File: config.mk
export PLATFORM = sky130hd
export DESIGN_NAME = bp_be_clint_responder
export DESIGN_NICKNAME = d
export VERILOG_FILES = /design/src/rtl/bp_be_pkg.sv /design/src/rtl/bp_be_clint_decode.sv /design/src/rtl/bp_be_clint_responder.sv
export SDC_FILE = /design/constraint.sdc
export NUM_CORES = 2
export LEC_CHECK = 0
export ABC_AREA = 1
export BUFFER_PORTS_ARGS = -buffer_cell sky130_fd_sc_hd__buf_4
export CAP_MARGIN = 40
export CORE_UTILIZATION = 68
export CTS_CLUSTER_SIZE = 16
export DETAILED_ROUTE_END_ITERATION = 8
export GPL_TIMING_DRIVEN = 0
export PLACE_DENSITY = 0.95
export SKIP_LAST_GASP = 1
export SYNTH_ARGS = -nofsm -noshare
export SYNTH_HDL_FRONTEND = slang
export SYNTH_SLANG_ARGS = --single-unit
File: constraint.sdc
create_clock -name clk_i -period 31.3 [get_ports clk_i]
set_clock_uncertainty 0.15 [all_clocks]
set_input_delay 0 -clock clk_i [delete_from_list [all_inputs] [get_ports clk_i]]
set_output_delay 0 -clock clk_i [all_outputs]
set_load 0.03 [all_outputs]
File: src/rtl/bp_be_pkg.sv
// Shared back-end types and constants used by the CLINT MMIO responder.
// Absolute addresses here are the only place the CLINT region location is spelled out.
package bp_be_pkg;

  localparam int unsigned clint_paddr_width_gp    = 39;
  localparam int unsigned clint_dword_width_gp    = 64;
  localparam int unsigned clint_max_harts_gp      = 8;
  localparam int unsigned clint_hart_idx_width_gp = 3;
  localparam int unsigned clint_hart_stride_gp    = 8;
  localparam int unsigned clint_hart_stride_lg_gp = $clog2(clint_hart_stride_gp);
  localparam int unsigned clint_slot_width_gp     = 16 - clint_hart_stride_lg_gp;

  localparam logic [clint_paddr_width_gp-1:0] clint_mtime_addr_gp    = 39'h6f_ffff_0000;
  localparam logic [clint_paddr_width_gp-1:0] clint_mtimecmp_addr_gp = 39'h6f_ffff_0100;
  localparam logic [clint_paddr_width_gp-1:0] clint_msoftint_addr_gp = 39'h6f_ffff_0200;

  localparam logic [15:0] clint_mtime_offset_gp    = 16'h0000;
  localparam logic [15:0] clint_mtimecmp_offset_gp = 16'h0100;
  localparam logic [15:0] clint_msoftint_offset_gp = 16'h0200;

  typedef enum logic {
    e_clint_idle,
    e_clint_resp
  } bp_be_clint_state_e;

  typedef struct packed {
    logic [clint_paddr_width_gp-1:0] addr;
    logic                            we;
    logic [1:0]                      size;
    logic [clint_dword_width_gp-1:0] data;
  } bp_be_clint_req_s;

  typedef struct packed {
    logic [clint_dword_width_gp-1:0] data;
    logic                            err;
  } bp_be_clint_resp_s;

  // Dword slot index of a 16-bit region offset (one slot per hart stride).
  function automatic logic [clint_slot_width_gp-1:0] clint_offset_slot(input logic [15:0] offset);
    return clint_slot_width_gp'(offset >> clint_hart_stride_lg_gp);
  endfunction

endpackage

File: src/rtl/bp_be_clint_decode.sv
// Combinational decode of a CLINT request address/size into a target register and hart.
// Target flags are only raised for legal accesses; err covers unmapped, misaligned and non-dword.
module bp_be_clint_decode
  import bp_be_pkg::*;
#(
  parameter int unsigned num_core_p    = 8,
  parameter int unsigned paddr_width_p = clint_paddr_width_gp
) (
  input  logic [paddr_width_p-1:0]           addr,
  input  logic [1:0]                         size,
  output logic                               is_mtime,
  output logic                               is_mtimecmp,
  output logic                               is_msoftint,
  output logic [clint_hart_idx_width_gp-1:0] hart_idx,
  output logic                               err
);

  localparam logic [paddr_width_p-1:0] region_base_lp =
    paddr_width_p'(clint_mtime_addr_gp) - paddr_width_p'(clint_mtime_offset_gp);

  logic                           region_hit;
  logic [clint_slot_width_gp-1:0] slot;
  logic [clint_slot_width_gp-1:0] cmp_idx;
  logic [clint_slot_width_gp-1:0] soft_idx;
  logic                           mtime_hit;
  logic                           cmp_hit;
  logic                           soft_hit;

  // Offsets below a region base wrap to large indices and fall out of the hart range.
  always_comb begin
    region_hit = (addr[paddr_width_p-1:16] == region_base_lp[paddr_width_p-1:16]);
    slot       = clint_offset_slot(addr[15:0]);
    cmp_idx    = slot - clint_offset_slot(clint_mtimecmp_offset_gp);
    soft_idx   = slot - clint_offset_slot(clint_msoftint_offset_gp);

    mtime_hit  = region_hit & (slot == clint_offset_slot(clint_mtime_offset_gp));
    cmp_hit    = region_hit & (cmp_idx  < clint_slot_width_gp'(num_core_p));
    soft_hit   = region_hit & (soft_idx < clint_slot_width_gp'(num_core_p));

    err = ~(mtime_hit | cmp_hit | soft_hit)
        | (addr[2:0] != 3'b000)
        | (size != 2'b11);

    is_mtime    = mtime_hit & ~err;
    is_mtimecmp = cmp_hit   & ~err;
    is_msoftint = soft_hit  & ~err;
    hart_idx    = cmp_hit ? cmp_idx[clint_hart_idx_width_gp-1:0]
                          : soft_idx[clint_hart_idx_width_gp-1:0];
  end

endmodule

File: src/rtl/bp_be_clint_responder.sv
// MMIO responder for mtime, per-hart mtimecmp and msoftint; owns the mtime counter
// and drives registered per-hart timer and software interrupt levels.
module bp_be_clint_responder
  import bp_be_pkg::*;
#(
  parameter int unsigned num_core_p    = 8,
  parameter int unsigned paddr_width_p = 39,
  parameter int unsigned dword_width_p = 64,
  parameter int unsigned timer_div_p   = 1
) (
  input  logic                     clk_i,
  input  logic                     reset_i,

  input  logic                     req_v_i,
  output logic                     req_ready_o,
  input  logic [paddr_width_p-1:0] req_addr_i,
  input  logic                     req_we_i,
  input  logic [1:0]               req_size_i,
  input  logic [dword_width_p-1:0] req_data_i,

  output logic                     resp_v_o,
  input  logic                     resp_ready_i,
  output logic [dword_width_p-1:0] resp_data_o,
  output logic                     resp_err_o,

  output logic [num_core_p-1:0]    timer_irq_o,
  output logic [num_core_p-1:0]    soft_irq_o
);

  localparam int unsigned presc_width_lp = (timer_div_p > 1) ? $clog2(timer_div_p) : 1;
  localparam logic [presc_width_lp-1:0] presc_max_lp = presc_width_lp'(timer_div_p - 1);

  bp_be_clint_req_s                     req;
  bp_be_clint_resp_s                    resp_r;
  bp_be_clint_state_e                   state_r;

  logic [clint_dword_width_gp-1:0]      mtime_r;
  logic [presc_width_lp-1:0]            presc_r;
  logic [clint_dword_width_gp-1:0]      mtimecmp_r [num_core_p];
  logic [num_core_p-1:0]                msoftint_r;
  logic [num_core_p-1:0]                timer_irq_r;
  logic [num_core_p-1:0]                soft_irq_r;

  logic                                 is_mtime;
  logic                                 is_mtimecmp;
  logic                                 is_msoftint;
  logic [clint_hart_idx_width_gp-1:0]   hart_idx;
  logic                                 dec_err;

  logic                                 accept;
  logic                                 tick;
  logic                                 wr_mtime;
  logic [clint_dword_width_gp-1:0]      rdata;

  assign req = '{addr: clint_paddr_width_gp'(req_addr_i),
                 we:   req_we_i,
                 size: req_size_i,
                 data: clint_dword_width_gp'(req_data_i)};

  bp_be_clint_decode #(
    .num_core_p    (num_core_p),
    .paddr_width_p (clint_paddr_width_gp)
  ) decode (
    .addr        (req.addr),
    .size        (req.size),
    .is_mtime    (is_mtime),
    .is_mtimecmp (is_mtimecmp),
    .is_msoftint (is_msoftint),
    .hart_idx    (hart_idx),
    .err         (dec_err)
  );

  assign accept   = req_v_i & (state_r == e_clint_idle);
  assign tick     = (presc_r == presc_max_lp);
  assign wr_mtime = accept & req.we & is_mtime;

  // Read mux over current register values, i.e. before this edge's updates.
  always_comb begin
    rdata = '0;
    if (is_mtime) rdata = mtime_r;
    for (int h = 0; h < num_core_p; h++) begin
      if (is_mtimecmp && (hart_idx == clint_hart_idx_width_gp'(h))) rdata = mtimecmp_r[h];
      if (is_msoftint && (hart_idx == clint_hart_idx_width_gp'(h)))
        rdata = {{(clint_dword_width_gp-1){1'b0}}, msoftint_r[h]};
    end
  end

  // Free-running counter; a software store overrides a coincident increment.
  always_ff @(posedge clk_i or posedge reset_i) begin
    if (reset_i) begin
      presc_r <= '0;
      mtime_r <= '0;
    end else begin
      presc_r <= tick ? '0 : presc_r + presc_width_lp'(1);
      if (wr_mtime)  mtime_r <= req.data;
      else if (tick) mtime_r <= mtime_r + clint_dword_width_gp'(1);
    end
  end

  always_ff @(posedge clk_i or posedge reset_i) begin
    if (reset_i) begin
      for (int h = 0; h < num_core_p; h++) mtimecmp_r[h] <= '1;
      msoftint_r <= '0;
    end else begin
      for (int h = 0; h < num_core_p; h++) begin
        if (accept && req.we && is_mtimecmp && (hart_idx == clint_hart_idx_width_gp'(h)))
          mtimecmp_r[h] <= req.data;
        if (accept && req.we && is_msoftint && (hart_idx == clint_hart_idx_width_gp'(h)))
          msoftint_r[h] <= req.data[0];
      end
    end
  end

  // Interrupt levels trail their source registers by one cycle.
  always_ff @(posedge clk_i or posedge reset_i) begin
    if (reset_i) begin
      timer_irq_r <= '0;
      soft_irq_r  <= '0;
    end else begin
      for (int h = 0; h < num_core_p; h++) timer_irq_r[h] <= (mtime_r >= mtimecmp_r[h]);
      soft_irq_r <= msoftint_r;
    end
  end

  // Request/response handshake; response payload frozen while waiting for resp_ready_i.
  always_ff @(posedge clk_i or posedge reset_i) begin
    if (reset_i) begin
      state_r <= e_clint_idle;
      resp_r  <= '0;
    end else begin
      case (state_r)
        e_clint_idle: begin
          if (req_v_i) begin
            state_r     <= e_clint_resp;
            resp_r.err  <= dec_err;
            resp_r.data <= (dec_err | req.we) ? '0 : rdata;
          end
        end
        e_clint_resp: begin
          if (resp_ready_i) state_r <= e_clint_idle;
        end
        default: state_r <= e_clint_idle;
      endcase
    end
  end

  assign req_ready_o = (state_r == e_clint_idle);
  assign resp_v_o    = (state_r == e_clint_resp);
  assign resp_data_o = dword_width_p'(resp_r.data);
  assign resp_err_o  = resp_r.err;
  assign timer_irq_o = timer_irq_r;
  assign soft_irq_o  = soft_irq_r;

endmodule

==> flow_summary.json <==
{
  "synth-seq-cells": 666,
  "critPathMostFrequentCell": "nand3_1",
  "synth_top_area_share_pct": 30.99,
  "placeableCoreArea_um2": 63080,
  "timing.final.crit_share_pct": 13.55,
  "drt_pass1_iterations": 9,
  "intPower_uw": 1427,
  "power_density_nw_per_um2": 37.25,
  "place_congestion": 0.9911,
  "pwr-share-clk_pct": 49.6,
  "io_pins": 193,
  "yosysSeqAreaShare_pct": 39.86,
  "max-vdd-ir-drop_v": 0.00004137,
  "max_clock_freq_mhz": 235.9,
  "dp_slack_ns": 27.45,
  "via_count": 42669,
  "power.share.switching_pct": 22.89,
  "p_comb_share_pct": 3.6,
  "ys_warn_count": 0,
  "crit_arrival_ns": 4.60,
  "synthCells": 5351,
  "drc": 25,
  "grt_pass1_vias": 42678,
  "tns_ns": 0,
  "synth_enable_flop_cells": 0,
  "fin_crit_ns": 4.240,
  "antenna_found_initial": 8,
  "track_usage_pct": 44.09,
  "min-delay-path-class": "primary input to register",
  "grt_pass1_wl_um": 223800,
  "crit_path_end_kind": "register",
  "syn_avg_cell_area_um2": 8.114,
  "io_buffers": 192,
  "syn_area_um2": 43420,
  "cp.required_ns": 31.66,
  "drt_iter0_markers": 5474,
  "worst_slack_ns": 27.06,
  "cpPeakStageDelay_ns": 0.74,
  "rsz0062_at_grt": "false",
  "critPathLaunchType": "register",
  "status": "complete, but fails checks",
  "wl_per_cell_um": 21.30,
  "path_class": "register to register",
  "cellLeakagePower_uw": 0.02101,
  "hold_violations": 0,
  "cts-root-buf": "clkbuf_16",
  "insertion_delay_ns": 0.64,
  "cts_buffers": 73,
  "synth_largest_area_cell": "dfstp_2",
  "start_util_pct": 68.83,
  "area_delta_synth_final_pct": 14.38,
  "cts_resized": 0,
  "drive_gt1_share_pct": 17.26,
  "synth.area.top_cells": "dfstp_2 (31%), ha_1 (15%), nand2_1 (12%), dfrtp_1 (8.9%), o21ai_0 (7.2%)",
  "finalPower_uw": 1850,
  "p_switching_uw": 423.5,
  "relSlewSlack_pct": 32.36,
  "cts_buffer_depth": 3,
  "synth-async-reset-ratio_pct": 100.0,
  "crit_chain": "ha_1, nand2_1, inv_1, nand3_1, nor3_1, nor3_1, nand2_1, nand4_1, a31oi_1, o21ai_0, nand3_1, nand3_1, nand3_1, nand3_1, o211ai_1",
  "violations": "design-rule violations",
  "slowest_stage": "dfrtp_1",
  "tritoncts": "yes",
  "grt_overflow": 0,
  "drt-total-wl_um": 141300,
  "tightest_slew_ns": 1.002,
  "seq_power_share_pct": 46.7,
  "dieHeight_um": 254.7,
  "setup-violations-final": 0,
  "yosys_most_used_dff": "dfstp_2",
  "grt_start_max_net_pins": 130,
  "slew_viol_final": 0,
  "finalNetCount": 6345,
  "post-route-util_pct": 78.73,
  "rows": 92,
  "yosysUniqueCellTypes": 60,
  "die_area_um2": 64860,
  "cts-htree-levels": 3,
  "die_x_um": 254.7,
  "crit_path_max_fanout": 13,
  "ant_nets": 0,
  "cap_violations": 0,
  "cts.sink_count": 666,
  "viasPerCell": 6.432,
  "clk_pin_slew_ns": 0.07,
  "syn_nets": 5976,
  "dpl.hpwl_um": 102200
}
[synthesized netlist by cell type, types with 14 or more instances]
cell       instances
nor2_1           195
buf_2             19
o21ai_1           23
a221oi_2          58
nand2_1         1376
a211oi_1          42
o21ai_0          627
o211ai_1          72
xor2_1            42
nand4_1           66
a221oi_1          14
ha_1             515
clkbuf_1         175
nand3_1          144
o2111ai_1         68
nor4_1            30
dfrtp_1          154
dfstp_2          512
o221a_2           15
nor3_1            72
a21oi_1          232
inv_1            768
[worst paths after layout]
path | slack [ns] | depth (start not counted) | to | start
max in group asynchronous | 28.02 | 8 | resp_data_o[45] | reset_i
min in group asynchronous | 0.42 | 4 | resp_data_o[11] | reset_i
max | 27.06 | 15 | timer_irq_o[6] | mtime_r[7]
max reg2reg | 27.06 | 15 | timer_irq_o[6] | mtime_r[7]
min | 0.04 | 4 | mtime_r[51] | req_data_i[51]
min reg2reg | 0.22 | 0 | soft_irq_o[0] | msoftint_r[0]
[cell type report]
cell class                 instances  area, um^2
antenna                            7       17.52
buffer                           208       863.3
clock buffer                     118        2325
clock inverter                    18       193.9
fill                            3881       13420
inverter                         777        2924
multi-input combinational       3700       22340
sequential                       666       17310
tap                              846        1059
timing repair buffer             294        2631
[cell families (layout without fill, tap and decap cells)]
family	after synthesis	in the layout	synth area share [%]
AOI/OAI and AO/OA	1201	1201	17.08
xor gates and xnor gates	51	51	1.029
adders and majority gates	515	515	14.84
and+or+nand+nor	1930	1930	18.41
DFF	666	666	39.86
other	0	7	0
muxes	3	3	0.07493
buffers and inverters	985	1415	8.700
[registers in the layout, indices dropped and copies added (netlist names)]
signal       flops
mtime_r         64
resp_data_o     64
soft_irq_o       8
resp_err_o       1
resp_v_o         1
mtimecmp_r     512
timer_irq_o      8
msoftint_r       8
[per-stage QoR]
| step | cell area, um^2 | hold slack [ns] | std cells |
|---|---|---|---|
| 2_1_floorplan | 43420 | -0.03818 | 5351 |
| 5_1_grt | 49640 | 0.05785 | 6627 |
| 3_3_place_gp | 45920 | 0.04459 | 6389 |
| 6_report | 49660 | 0.04323 | 6634 |
| 3_5_place_dp | 46270 | -0.07679 | 6406 |
| 4_1_cts | 49640 | 0.01834 | 6627 |
[layout by cell type (no fill, tap or decap), types with 8 or more instances in the layout]
| cell type | n |
|---|---|
| a221oi_2 | 58 |
| buf_2 | 19 |
| nand2_1 | 1376 |
| a221oi_1 | 14 |
| clkbuf_8 | 18 |
| o21ai_0 | 627 |
| ha_1 | 515 |
| nand4_1 | 66 |
| clkbuf_16 | 80 |
| dfstp_2 | 512 |
| o221ai_1 | 8 |
| a211oi_1 | 42 |
| nor2_2 | 12 |
| nor2_1 | 194 |
| dlygate4sd3_1 | 85 |
| clkinv_2 | 13 |
| dfrtp_1 | 154 |
| xnor2_1 | 9 |
| o21bai_1 | 8 |
| o21a_1 | 9 |
| o221a_2 | 15 |
| o211ai_1 | 72 |
| xor2_1 | 42 |
| buf_4 | 205 |
| clkbuf_1 | 193 |
| inv_2 | 8 |
| buf_8 | 9 |
| o21ai_1 | 23 |
| o2111ai_1 | 68 |
| nand3_1 | 144 |
| a21oi_1 | 232 |
| nor3_1 | 72 |
| a31oi_1 | 10 |
| inv_1 | 767 |
| nor4_1 | 30 |
[power groups by stage]
stage / combinational, uW / sequential [uW] / clock, uW
2_1_floorplan: 25.8 / 877 / 0
3_3_place_gp: 54.3 / 876 / 0
3_5_place_dp: 57.4 / 878 / 0
4_1_cts: 65.7 / 865 / 911
5_1_grt: 72.6 / 864 / 948
6_report: 66.9 / 865 / 919
[worst max-delay path: cells and delay by family, from the launching register on]
kind	cells	cell delay [ns]
AND/OR/NAND/NOR	10	2.05
flip-flops	1	0.74
AO/OA/AOI/OAI	3	0.73
buffers and inverters	1	0.05
adder cells (fa/ha/maj)	1	0.37
[per-layer routing]
metal / part of all wire (%) / routed length [um] / up-vias / track usage [%]
met5: 0.042 / 60 / - / 0
met4: 7.2 / 10230 / 10 / 30.23
met3: 12 / 16390 / 755 / 12.48
met2: 45 / 64240 / 2906 / 69.12
met1: 36 / 50400 / 20276 / 52.65
li1: - / - / 18722 / -
[repair_timing]
item                      4_1_cts  5_1_grt
hold endpoints to repair      716        0
hold buffers                   85        0
setup buffers                   0        0
Note: power is estimated with default switching activity, not from simulation.
